`config.mk`:
```
export PLATFORM = sky130hd
export DESIGN_NAME = div_unit
export DESIGN_NICKNAME = d
export VERILOG_FILES = /design/src/rtl/div_unit.sv
export SDC_FILE = /design/constraint.sdc
export NUM_CORES = 1
export LEC_CHECK = 0
export ABC_AREA = 1
export CORE_MARGIN = 4
export CORE_UTILIZATION = 59
export DETAILED_ROUTE_END_ITERATION = 8
export PLACE_DENSITY = 0.84
export SLEW_MARGIN = 20
export SYNTH_ARGS = -nofsm -noshare
export SYNTH_HDL_FRONTEND = slang
export SYNTH_SLANG_ARGS = --single-unit
```
`constraint.sdc`:
```
create_clock -name clk -period 6.75 [get_ports clk]
set_input_delay 1.35 -clock clk [delete_from_list [all_inputs] [get_ports clk]]
set_output_delay 1.35 -clock clk [all_outputs]
set_load 0.01 [all_outputs]
```
`src/rtl/div_unit.sv`:
```
// Sequential signed 32-bit restoring divider: quotient on lo, remainder on hi.
// Divide-by-zero is flagged with a one-cycle done/div_zero pulse and leaves hi/lo untouched.
module div_unit (
    input  logic        clk,
    input  logic        reset,
    input  logic        div_start,
    input  logic [31:0] dividend,
    input  logic [31:0] divisor,
    output logic        busy,
    output logic        done,
    output logic        div_zero,
    output logic [31:0] hi,
    output logic [31:0] lo
);

    localparam int unsigned W  = 32;
    localparam int unsigned CW = 5;

    typedef enum logic [1:0] {
        IDLE   = 2'd0,
        RUN    = 2'd1,
        FINISH = 2'd2
    } state_e;

    state_e         state_q, state_d;
    logic [W-1:0]   quo_q, quo_d;
    logic [W-1:0]   dvs_q, dvs_d;
    logic [W-1:0]   rem_q, rem_d;
    logic [CW-1:0]  cnt_q, cnt_d;
    logic           qsign_q, qsign_d;
    logic           rsign_q, rsign_d;
    logic           busy_q, busy_d;
    logic           done_q, done_d;
    logic           dz_q, dz_d;
    logic [W-1:0]   hi_q, hi_d;
    logic [W-1:0]   lo_q, lo_d;

    logic [W:0]     shifted_rem;
    logic [W:0]     trial;

    // Partial remainder always stays below the divisor, so 32 stored bits suffice;
    // the 33-bit trial carries the sign of the subtraction.
    always_comb begin
        state_d     = state_q;
        quo_d       = quo_q;
        dvs_d       = dvs_q;
        rem_d       = rem_q;
        cnt_d       = cnt_q;
        qsign_d     = qsign_q;
        rsign_d     = rsign_q;
        busy_d      = busy_q;
        done_d      = 1'b0;
        dz_d        = 1'b0;
        hi_d        = hi_q;
        lo_d        = lo_q;
        shifted_rem = {rem_q, quo_q[W-1]};
        trial       = shifted_rem - {1'b0, dvs_q};

        case (state_q)
            IDLE: begin
                if (div_start) begin
                    if (divisor == '0) begin
                        done_d = 1'b1;
                        dz_d   = 1'b1;
                    end else begin
                        quo_d   = dividend[W-1] ? W'(-dividend) : dividend;
                        dvs_d   = divisor[W-1]  ? W'(-divisor)  : divisor;
                        rem_d   = '0;
                        cnt_d   = '0;
                        qsign_d = dividend[W-1] ^ divisor[W-1];
                        rsign_d = dividend[W-1];
                        busy_d  = 1'b1;
                        state_d = RUN;
                    end
                end
            end
            RUN: begin
                rem_d = trial[W] ? shifted_rem[W-1:0] : trial[W-1:0];
                quo_d = {quo_q[W-2:0], ~trial[W]};
                cnt_d = cnt_q + CW'(1);
                if (cnt_q == CW'(W - 1)) begin
                    state_d = FINISH;
                end
            end
            FINISH: begin
                lo_d    = qsign_q ? W'(-quo_q) : quo_q;
                hi_d    = rsign_q ? W'(-rem_q) : rem_q;
                busy_d  = 1'b0;
                done_d  = 1'b1;
                state_d = IDLE;
            end
            default: begin
                state_d = IDLE;
            end
        endcase
    end

    always_ff @(posedge clk or posedge reset) begin
        if (reset) begin
            state_q <= IDLE;
            quo_q   <= '0;
            dvs_q   <= '0;
            rem_q   <= '0;
            cnt_q   <= '0;
            qsign_q <= 1'b0;
            rsign_q <= 1'b0;
            busy_q  <= 1'b0;
            done_q  <= 1'b0;
            dz_q    <= 1'b0;
            hi_q    <= '0;
            lo_q    <= '0;
        end else begin
            state_q <= state_d;
            quo_q   <= quo_d;
            dvs_q   <= dvs_d;
            rem_q   <= rem_d;
            cnt_q   <= cnt_d;
            qsign_q <= qsign_d;
            rsign_q <= rsign_d;
            busy_q  <= busy_d;
            done_q  <= done_d;
            dz_q    <= dz_d;
            hi_q    <= hi_d;
            lo_q    <= lo_d;
        end
    end

    assign busy     = busy_q;
    assign done     = done_q;
    assign div_zero = dz_q;
    assign hi       = hi_q;
    assign lo       = lo_q;

endmodule

```
==> run_summary.xml <==
<?xml version="1.0" encoding="UTF-8"?>
<metrics>
  <group name="cts">
    <metric name="worst_skew_pair_later_pin_latency" unit="ps">450</metric>
    <metric name="cts.root.buffer_cell" unit="">sky130_fd_sc_hd__clkbuf_16</metric>
    <metric name="cts_inserted_buffers" unit="">17</metric>
    <metric name="count_of_buffers_added_by_post_cts_timing_repair_for_setup" unit="">0</metric>
    <metric name="post_cts_resized" unit="">0</metric>
    <metric name="clock_sink_count" unit="">172</metric>
    <metric name="cts-htree-levels" unit="">4</metric>
    <metric name="postCtsHoldBufs" unit="">0</metric>
    <metric name="tritoncts" unit="">yes</metric>
    <metric name="cts.path.max_buffers" unit="">2</metric>
    <metric name="worst_setup_hold_path_clk_slew" unit="ps">80</metric>
  </group>
  <group name="die">
    <metric name="row_count" unit="">54</metric>
    <metric name="fp.coreArea" unit="µm²">21960</metric>
    <metric name="ios" unit="">134</metric>
    <metric name="die_height" unit="µm">158.0</metric>
    <metric name="die_w" unit="µm">158.0</metric>
    <metric name="die_area" unit="µm²">24950</metric>
    <metric name="floorplan.initialDensity" unit="%">60.43</metric>
  </group>
  <group name="drt">
    <metric name="drt-wirelength-per-cell" unit="µm">16.57</metric>
    <metric name="drt-total-wl" unit="µm">40470</metric>
    <metric name="drtIter0Drc" unit="">1219</metric>
    <metric name="num_vias" unit="">13604</metric>
    <metric name="drc_errors" unit="">0</metric>
    <metric name="route.met2.wl" unit="µm">19390</metric>
    <metric name="avgViaCountPerCell" unit="">5.571</metric>
    <metric name="drt_pre_antenna_iters" unit="">6</metric>
    <metric name="ant_nets" unit="">0</metric>
    <metric name="maxUsedRoutingLayer" unit="">met5</metric>
    <metric name="met3RoutedLength" unit="µm">2518</metric>
    <metric name="route.layer.met1.wl" unit="µm">16640</metric>
  </group>
  <group name="setup_path">
    <metric name="start_kind" unit="">input port</metric>
    <metric name="crit_arrival" unit="ps">4110</metric>
    <metric name="worstPathMaxFanout" unit="">60</metric>
    <metric name="path_class" unit="">in2reg</metric>
    <metric name="reg2reg_depth" unit="">17</metric>
    <metric name="required" unit="ps">7070</metric>
    <metric name="cp-end-kind" unit="">register</metric>
  </group>
  <group name="global_route">
    <metric name="grt_overflow" unit="">0</metric>
    <metric name="first_global_vias" unit="">12661</metric>
    <metric name="grt_first_pass_wirelength" unit="µm">63570</metric>
    <metric name="grt.total_usage" unit="%">32.24</metric>
    <metric name="antenna_found_initial" unit="">2</metric>
    <metric name="pin_count_of_the_biggest_net_entering_global_routing" unit="">90</metric>
  </group>
  <group name="worst_hold_path">
    <metric name="worst_hold_path_cells" unit="">2</metric>
    <metric name="worstHoldPathType" unit="">reg2reg</metric>
  </group>
  <group name="layout">
    <metric name="fin_area" unit="µm²">15370</metric>
    <metric name="syn2layout_area_growth" unit="%">15.83</metric>
    <metric name="layout-drive-gt1-share" unit="%">5.735</metric>
    <metric name="layout.core_utilization" unit="%">69.99</metric>
    <metric name="finalNetCount" unit="">2255</metric>
    <metric name="n_fill_cell" unit="">1940</metric>
    <metric name="diodes" unit="">0</metric>
  </group>
  <group name="place">
    <metric name="port_buffers" unit="">133</metric>
    <metric name="dpl_worst_slack" unit="ps">2585</metric>
    <metric name="place_congestion" unit="">0.9876</metric>
    <metric name="placed_cell_area" unit="µm²">14730</metric>
    <metric name="hpwl" unit="µm">31550</metric>
  </group>
  <group name="pwr">
    <metric name="static-leakage-power" unit="nW">7.929</metric>
    <metric name="report.power.total" unit="W">0.008752</metric>
    <metric name="vdd_ir_drop_max" unit="µV">302.9</metric>
    <metric name="power-per-cell-area" unit="nW/µm²">569.4</metric>
  </group>
  <group name="yosys">
    <metric name="ys_top_cells_by_area" unit="">sky130_fd_sc_hd__dfrtp_1 (32%), sky130_fd_sc_hd__nand2_1 (19%), sky130_fd_sc_hd__inv_1 (7.9%)</metric>
    <metric name="ys_async_sr_fraction" unit="%">100.0</metric>
    <metric name="synth_top_cells_by_count" unit="">sky130_fd_sc_hd__nand2_1 (689), sky130_fd_sc_hd__inv_1 (281), sky130_fd_sc_hd__nand3_1 (201)</metric>
    <metric name="netlist.area_leader.share" unit="%">32.44</metric>
    <metric name="synthesis.yosys.warnings" unit="">0</metric>
    <metric name="post_synth_inst_count" unit="">2050</metric>
    <metric name="synth.yosys.seq_area_share" unit="%">32.44</metric>
    <metric name="synth.cell_area" unit="µm²">13270</metric>
    <metric name="post-synth-top-area-cell" unit="">sky130_fd_sc_hd__dfrtp_1</metric>
    <metric name="flop_and_latch_count_out_of_synthesis" unit="">172</metric>
    <metric name="synth_enable_flop_cells" unit="">0</metric>
    <metric name="most_numerous_cell_in_the_yosys_netlist" unit="">sky130_fd_sc_hd__nand2_1</metric>
    <metric name="ys_types" unit="">50</metric>
    <metric name="syn-num-nets" unit="">2156</metric>
    <metric name="prevailing_post_synth_register_cell" unit="">sky130_fd_sc_hd__dfrtp_1</metric>
    <metric name="synth_area_per_cell" unit="µm²">6.473</metric>
  </group>
  <group name="outcome">
    <metric name="outcome" unit="">complete, no violations</metric>
  </group>
  <group name="job">
    <metric name="max_cap_violations" unit="">0</metric>
  </group>
  <group name="sta">
    <metric name="timing.final.ws_setup" unit="ps">2960</metric>
    <metric name="final_period_minus_worst_setup_slack" unit="ps">3790</metric>
    <metric name="final_tns_setup" unit="ps">0</metric>
    <metric name="fin_crit_sh" unit="%">56.14</metric>
    <metric name="max_freq" unit="MHz">263.9</metric>
    <metric name="finalHoldViolations" unit="">0</metric>
    <metric name="timing.max_slew.rel_slack" unit="%">31.67</metric>
    <metric name="unrepaired_setup_endpoints_after_global_routing" unit="">no</metric>
    <metric name="setup_violations" unit="">0</metric>
    <metric name="maxSlewViolCount" unit="">0</metric>
    <metric name="clock-skew-final" unit="ps">17.71</metric>
    <metric name="tightest_slew" unit="ps">1025</metric>
  </group>
</metrics>
-- per-layer routing --
metal | vias up | global-route usage, %
met4 | 4 | 13.24
met3 | 123 | 4.948
met5 | - | 0
met1 | 6237 | 40.83
li1 | 6696 | -
met2 | 544 | 55.31
-- flip-flops by register name (all words and copies together), names as in the netlist --
register / cells
dvs_q: 32
hi: 32
lo: 32
quo_q: 32
rem_q: 32
cnt_q: 5
state_q: 2
busy: 1
div_zero: 1
done: 1
qsign_q: 1
rsign_q: 1
-- metrics by stage --
stage	cells	hold WS [ps]
after global routing	2442	507.2
after global placement	2410	463.9
after detailed placement	2410	465.5
final	2442	481.7
after floorplan	2050	443.1
after CTS	2442	489.0
-- power breakdown --
part           switching, W  internal [W]  leakage (nW)
logic               0.00357       0.00202          5.56
registers          0.000553       0.00153          2.05
clock network      0.000504      0.000577         0.315
-- path summary, 6_finish.rpt --
kind	startpoint	endpoint	slack, ps
max	divisor[3]	quo_q[1]$_DFFE_PP0P_	2960
min	lo[30]$_DFFE_PP0P_	lo[30]$_DFFE_PP0P_	480
max reg2reg	quo_q[31]$_DFFE_PP0P_	rem_q[31]$_DFFE_PP0P_	4000
min reg2reg	lo[30]$_DFFE_PP0P_	lo[30]$_DFFE_PP0P_	480
max in group asynchronous	reset	dvs_q[2]$_DFFE_PP0P_	4130
min in group asynchronous	reset	hi[13]$_DFFE_PP0P_	1330
-- cell type report --
cell class / instances / area, µm² / share of cell area [%]
flip-flops and latches: 172 / 4304 / 28.00
clock buffers: 17 / 425.4 / 2.768
repair buffers: 142 / 1399 / 9.101
inverters: 294 / 1109 / 7.213
multi-input cells: 1522 / 7564 / 49.21
well taps: 280 / 350.3 / 2.279
clock inverters: 15 / 219.0 / 1.425
-- cells in the final DEF, fill, tap and decap left out, types with 6 or more instances in the layout --
master / instances
sky130_fd_sc_hd__nand2_1: 689
sky130_fd_sc_hd__inv_1: 279
sky130_fd_sc_hd__nand3_1: 201
sky130_fd_sc_hd__dfrtp_1: 172
sky130_fd_sc_hd__nor2_1: 146
sky130_fd_sc_hd__clkdlybuf4s50_1: 133
sky130_fd_sc_hd__o21ai_0: 118
sky130_fd_sc_hd__xor2_1: 62
sky130_fd_sc_hd__a21oi_1: 50
sky130_fd_sc_hd__ha_1: 38
sky130_fd_sc_hd__nand2_2: 28
sky130_fd_sc_hd__nor3_1: 27
sky130_fd_sc_hd__nand4_1: 24
sky130_fd_sc_hd__clkbuf_16: 17
sky130_fd_sc_hd__o21ai_1: 15
sky130_fd_sc_hd__nand3b_1: 14
sky130_fd_sc_hd__inv_2: 11
sky130_fd_sc_hd__xnor2_1: 11
sky130_fd_sc_hd__nand3_2: 10
sky130_fd_sc_hd__o31ai_1: 9
sky130_fd_sc_hd__o22ai_1: 9
sky130_fd_sc_hd__buf_4: 9
sky130_fd_sc_hd__o211ai_1: 8
sky130_fd_sc_hd__or2_2: 8
sky130_fd_sc_hd__nor2_2: 7
sky130_fd_sc_hd__a31oi_1: 7
sky130_fd_sc_hd__nor4_1: 6
sky130_fd_sc_hd__nand2_4: 6
sky130_fd_sc_hd__inv_8: 6
-- worst max-delay path, stage by stage --
cell and delay, ps:
sky130_fd_sc_hd__clkdlybuf4s50_1 530, sky130_fd_sc_hd__nor2_1 150, sky130_fd_sc_hd__nand2_1 150, sky130_fd_sc_hd__nor2_1 260
sky130_fd_sc_hd__nand2_1 110, sky130_fd_sc_hd__nor2_2 150, sky130_fd_sc_hd__nand2_1 80, sky130_fd_sc_hd__nand3_2 60
sky130_fd_sc_hd__buf_4 510, sky130_fd_sc_hd__inv_2 400, sky130_fd_sc_hd__o211ai_1 190, sky130_fd_sc_hd__o21ai_0 130
-- logic make-up (layout without fill, tap and decap cells) --
logic type	Yosys count	after routing	share of synthesized area [%]
AOI/OAI and AO/OA	233	233	9.731
xor gates and xnor gates	73	73	4.818
adders and majority gates	39	39	3.734
buffers and inverters	356	468	10.64
DFF	172	172	32.44
and+or+nand+nor	1177	1177	38.64
(Power assumes the default switching activity.)
==> RTL edit 1: new RTL, same settings <==
Re-encode `state_e` (3 states) as one-hot, 3 bits wide.
--- a/src/rtl/div_unit.sv
+++ b/src/rtl/div_unit.sv
@@ -17,8 +17,8 @@
     localparam int unsigned CW = 5;
 
-    typedef enum logic [1:0] {
-        IDLE   = 2'd0,
-        RUN    = 2'd1,
-        FINISH = 2'd2
+    typedef enum logic [2:0] {
+        IDLE   = 3'b001,
+        RUN    = 3'b010,
+        FINISH = 3'b100
     } state_e;
 
Check against the original RTL: no difference found for any inputs over 10 cycles, from zero or initial values and one cycle with reset high; not proved beyond that.
==> RTL edit 1 against the original RTL <==
Non-clock buffer count shrank 1. Via count grew 2.9%. Power shrank 24%. Combinational power shrank 29%. Cell count grew 1.1%. Highest routed layer is now met4. Global-route usage grew 0.54 points. Cell area is essentially flat. Register-to-register slack lost 0.16 ns. Largest power group unchanged. Routed wire length shrank 0.12%. Synthesized area grew 0.15%. Setup slack gained 0.0041 ns. Sequential cell count grew 1.
==> RTL edit 1: results (changes against the original RTL) <==
| Metric | Value |
|---|---|
| Worst-Margin Slew | 1.100 ns (+0.07475 ns) |
| Total via count after detailed routing | 14.00k (+2.9%) |
| Worst reg2reg path startpoint | state_q[0] |
| Sequential area share after synthesis | 0.3259 (+0.001489) |
| Static leakage | 8.065 nW (+1.7%) |
| Worst-Skew Late Latency | 0.44 ns |
| Outcome | finished, final reports clean |
| Number of enable flip-flop cells after synthesis | 0 (unchanged) |
| Worst path max stage delay | 0.72 ns (+0.19 ns) |
| Post-detail-place hpwl | 31100 µm (-1.4%) |
| Crit Path Max Fanout | 59 (-1.7%) |
| Number of failing setup endpoints in the final timing report | 0 (unchanged) |
| H-Tree Level Count | 4 (unchanged) |
| Initial antenna violation count | 0 (-2) |
| Hold path start | lo[23] |
| Worst hold slack across all endpoints | 0.4841 ns (+0.002415 ns) |
| Final WL | 40420 µm (-0.12%) |
| First-pass GRT wire length | 65740 µm (+3.4%) |
| Largest net degree at the start of global routing | 90 (unchanged) |
| Starting DRT DRC Count | 1337 (+9.7%) |
| Crit path arrival time | 4.14 ns (+0.03 ns) |
| Total placed instance area | 14740 µm² (+0.11%) |
| Hold path endpoint | lo[23] |
| Synthesized net count | 2181 (+1.2%) |
| R2R cell count | 6 (-11) |
| Number of global-route vias before repair | 13.18k (+4.1%) |
| Overall fraction of global-route tracks in use | 0.3278 (+0.005397) |
| Master of the slowest instance on the critical path | sky130_fd_sc_hd__inv_2 |
| Fraction of layout cells with a size suffix above 1 | 0.05530 (-0.002053) |
| Post-synthesis area per instance | 6.404 µm² (-1.1%) |
| Critical register-to-register path endpoint | quo_q[21] |
| Max Clock Skew | 0.01344 ns (-0.004277 ns) |
| Via-per-instance ratio | 5.672 (+1.8%) |
| Post-synthesis cell type count | 50 (unchanged) |
| Post-synth top cells | sky130_fd_sc_hd__nand2_1 (722), sky130_fd_sc_hd__inv_1 (280), sky130_fd_sc_hd__nand3_1 (212) |
| Worst vdd ir | 0.2946 mV (-2.7%) |
| Critical path startpoint | divisor[0] |
| Number of nets at the end of the flow | 2281 (+1.2%) |
| Cell Count Post-Placement | 2436 (+1.1%) |
-- RTL edit 1: cell count changes in the layout (fill, tap and decap cells not counted), sizes merged, moves of 7 or more --
cell	unedited run	this run
nor2	155	184
o21ai	134	105
nand2	724	749
xor2	62	48
nand3	213	225
a21oi	53	44
nor3	30	37
-- RTL edit 1: report_power, final --
part / total, mW / leakage [nW] / switching [mW] / internal [mW]
clock network: 1.02 / 0.295 / 0.483 / 0.540
registers: 1.65 / 2.29 / 0.354 / 1.30
logic: 3.99 / 5.48 / 2.73 / 1.26
total: 6.67 / 8.07 / 3.57 / 3.10
-- RTL edit 1: cell type report --
cell class / instances / area (µm²)
fillers: 1924 / 6603
well taps: 280 / 350.3
inverters: 293 / 1105
clock buffers: 18 / 439.2
flip-flops and latches: 173 / 4330
multi-input cells: 1549 / 7572
clock inverters: 14 / 172.7
repair buffers: 141 / 1386
-- RTL edit 1: logic make-up after synthesis --
| group | after synthesis | share of synthesized area |
|---|---|---|
| flip-flops | 173 | 0.3259 |
| adder cells (fa/ha/maj) | 39 | 0.03728 |
| AND/OR/NAND/NOR | 1254 | 0.4082 |
| buffers and inverters | 353 | 0.1053 |
| AO/OA/AOI/OAI | 195 | 0.08314 |
| XOR/XNOR | 61 | 0.04020 |
-- RTL edit 1: metal layers --
metal	up-vias	GRT usage	part of all wire
met5	-	0	0
met4	0	0.09342	0.025
met3	80	0.05878	0.084
met2	640	0.5120	0.44
met1	6517	0.4702	0.45
li1	6762	-	-
-- RTL edit 1: stage by stage --
step / setup WS [ns] / utilization
final: 2.965 / 0.6993
after global placement: 2.126 / 0.6713
after global routing: 2.667 / 0.6993
after floorplan: 0.7132 / -
after detailed placement: 2.030 / 0.6713
after CTS: 2.495 / 0.6992
==> RTL edit 2: new RTL, same flow settings <==
Made on the original files. Set the localparam `CW` to 10 (it was 5).
--- a/src/rtl/div_unit.sv
+++ b/src/rtl/div_unit.sv
@@ -15,5 +15,5 @@
 
     localparam int unsigned W  = 32;
-    localparam int unsigned CW = 5;
+    localparam int unsigned CW = 10;
 
     typedef enum logic [1:0] {
Formal check against the unedited RTL: no difference found for any inputs over 4 cycles, from zero or initial values and one cycle with reset high; that may be too few to reach the edited logic, so the function may still have changed.
==> RTL edit 2 against the original RTL <==
Sequential cell count up 5. Combinational power down 0.9%. Setup slack worse by 0.15 ns. Synthesized area up 4.0%. Cell count up 4.5%. Register-to-register slack better by 0.05 ns. Global-route usage down 2.8 points. Cell area up 3.2%. First-iteration DRC count up 17%. Power down 1.8%. Routed wire length down 5.0%. Critical path type unchanged.
==> RTL edit 2: results (changes against the original RTL) <==
| Metric | Value |
|---|---|
| Post-synth top cells | sky130_fd_sc_hd__nand2_1 (705), sky130_fd_sc_hd__inv_1 (292), sky130_fd_sc_hd__nand3_1 (224) |
| Overall fraction of global-route tracks in use | 0.2945 (-0.02792) |
| Fraction of layout cells with a size suffix above 1 | 0.06476 (+0.007407) |
| Initial antenna violation count | 0 (-2) |
| Cell Count Post-Placement | 2520 (+4.6%) |
| Max Clock Skew | 0.01484 ns (-0.002877 ns) |
| Total of fill cells in the finished design | 2027 (+4.5%) |
| Master of the slowest instance on the critical path | sky130_fd_sc_hd__buf_4 |
| Top post-synthesis cells by area | sky130_fd_sc_hd__dfrtp_1 (32%), sky130_fd_sc_hd__nand2_1 (19%), sky130_fd_sc_hd__nand3_1 (8.1%), sky130_fd_sc_hd__inv_1 (7.9%), sky130_fd_sc_hd__nor2_1 (4.4%) |
| Synthesized net count | 2234 (+3.6%) |
| Starting DRT DRC Count | 1421 (+17%) |
| First-pass GRT wire length | 62720 µm (-1.3%) |
| Worst path max stage delay | 0.50 ns (-0.03 ns) |
| Clock share of power | 0.117 (-0.007) |
| Post-synthesis cell type count | 49 (-2.0%) |
| Outcome | finished, final reports clean |
| Sequential area share after synthesis | 0.3209 (-0.003491) |
| Number of global-route vias before repair | 12.63k (-0.26%) |
| Largest net degree at the start of global routing | 92 (+2.2%) |
| Met2 Resource Use GR | 0.4357 (-0.1174) |
| Worst-Margin Slew | 0.9658 ns (-0.05914 ns) |
| Count of non-filler cells in the finished layout | 2552 (+4.5%) |
| Net Sw Power | 4.543 mW (-1.8%) |
| Met1 routing resource usage after global routing | 0.4501 (+0.04172) |
| Post-detail-place hpwl | 29770 µm (-5.6%) |
| Crit path arrival time | 4.26 ns (+0.15 ns) |
| Setup slack at placement | 2.362 ns (-0.2229 ns) |
| Met3 track utilization from global routing | 0.05440 (+0.004920) |
| Worst vdd ir | 0.2531 mV (-16%) |
| Weighted congestion at the end of routability-driven global placement | 0.9659 (-2.2%) |
| Total placed instance area | 15270 µm² (+3.7%) |
| Via-per-instance ratio | 5.503 (-1.2%) |
RTL edit 2: cell types whose count changed in the layout (fill, tap and decap cells not counted), sizes merged, moves of 10 or more:
| cell | before | now |
|---|---|---|
| nand3 | 213 | 246 |
| nand2 | 724 | 744 |
| nor2 | 155 | 171 |
| inv | 300 | 311 |
| a21oi | 53 | 43 |
RTL edit 2: worst reg2reg max path, stage by stage (launching register included):
cell	delay (ns)
sky130_fd_sc_hd__dfrtp_1	0.38
sky130_fd_sc_hd__inv_1	0.13
sky130_fd_sc_hd__ha_1	0.25
sky130_fd_sc_hd__fa_1	0.40
sky130_fd_sc_hd__inv_1	0.12
sky130_fd_sc_hd__nand2_1	0.06
sky130_fd_sc_hd__nand2_1	0.07
sky130_fd_sc_hd__nand3_1	0.10
sky130_fd_sc_hd__nand2_2	0.16
sky130_fd_sc_hd__nand2_4	0.07
sky130_fd_sc_hd__nand2_4	0.08
sky130_fd_sc_hd__nand2_4	0.08
sky130_fd_sc_hd__nand2_4	0.09
sky130_fd_sc_hd__nand2_4	0.14
sky130_fd_sc_hd__nand2_8	0.19
sky130_fd_sc_hd__nand2_1	0.12
sky130_fd_sc_hd__nand3_1	0.08
sky130_fd_sc_hd__nand2_1	0.07
RTL edit 2: path summary, 6_finish.rpt:
kind | start | slack [ns] | endpoint
worst max-delay path | divisor[0] | 2.81 | quo_q[16]
worst min-delay path | lo[27] | 0.48 | lo[27]
worst max register to register | quo_q[31] | 4.05 | rem_q[30]
worst min register to register | lo[27] | 0.48 | lo[27]
max in group asynchronous | reset | 4.24 | rem_q[3]
min in group asynchronous | reset | 1.24 | lo[2]
RTL edit 2: cell families (layout without fill, tap and decap cells):
group                      count (synthesis)  count (layout)  share of synthesized area
DFF                                      177             177                     0.3209
AOI/OAI and AO/OA                        213             213                    0.08421
and+or+nand+nor                         1261            1261                     0.4076
xor gates and xnor gates                  68              68                    0.04315
buffers and inverters                    372             482                     0.1091
adders and majority gates                 38              38                    0.03499
RTL edit 2: area by class of cell:
| class | instances | area [µm²] | share of cell area |
|---|---|---|---|
| clock inverters | 15 | 166.4 | 0.01049 |
| clock buffers | 17 | 425.4 | 0.02682 |
| repair buffers | 144 | 1414 | 0.08912 |
| well taps | 313 | 391.6 | 0.02469 |
| multi-input cells | 1580 | 7884 | 0.4970 |
| flip-flops and latches | 177 | 4429 | 0.2792 |
| inverters | 306 | 1154 | 0.07272 |
RTL edit 2: layer usage:
metal  vias to the layer above  part of all wire
met4                         0             0.013
met2                       630              0.42
met5                         -                 0
met3                        38              0.10
li1                       6961                 -
met1                      6415              0.46
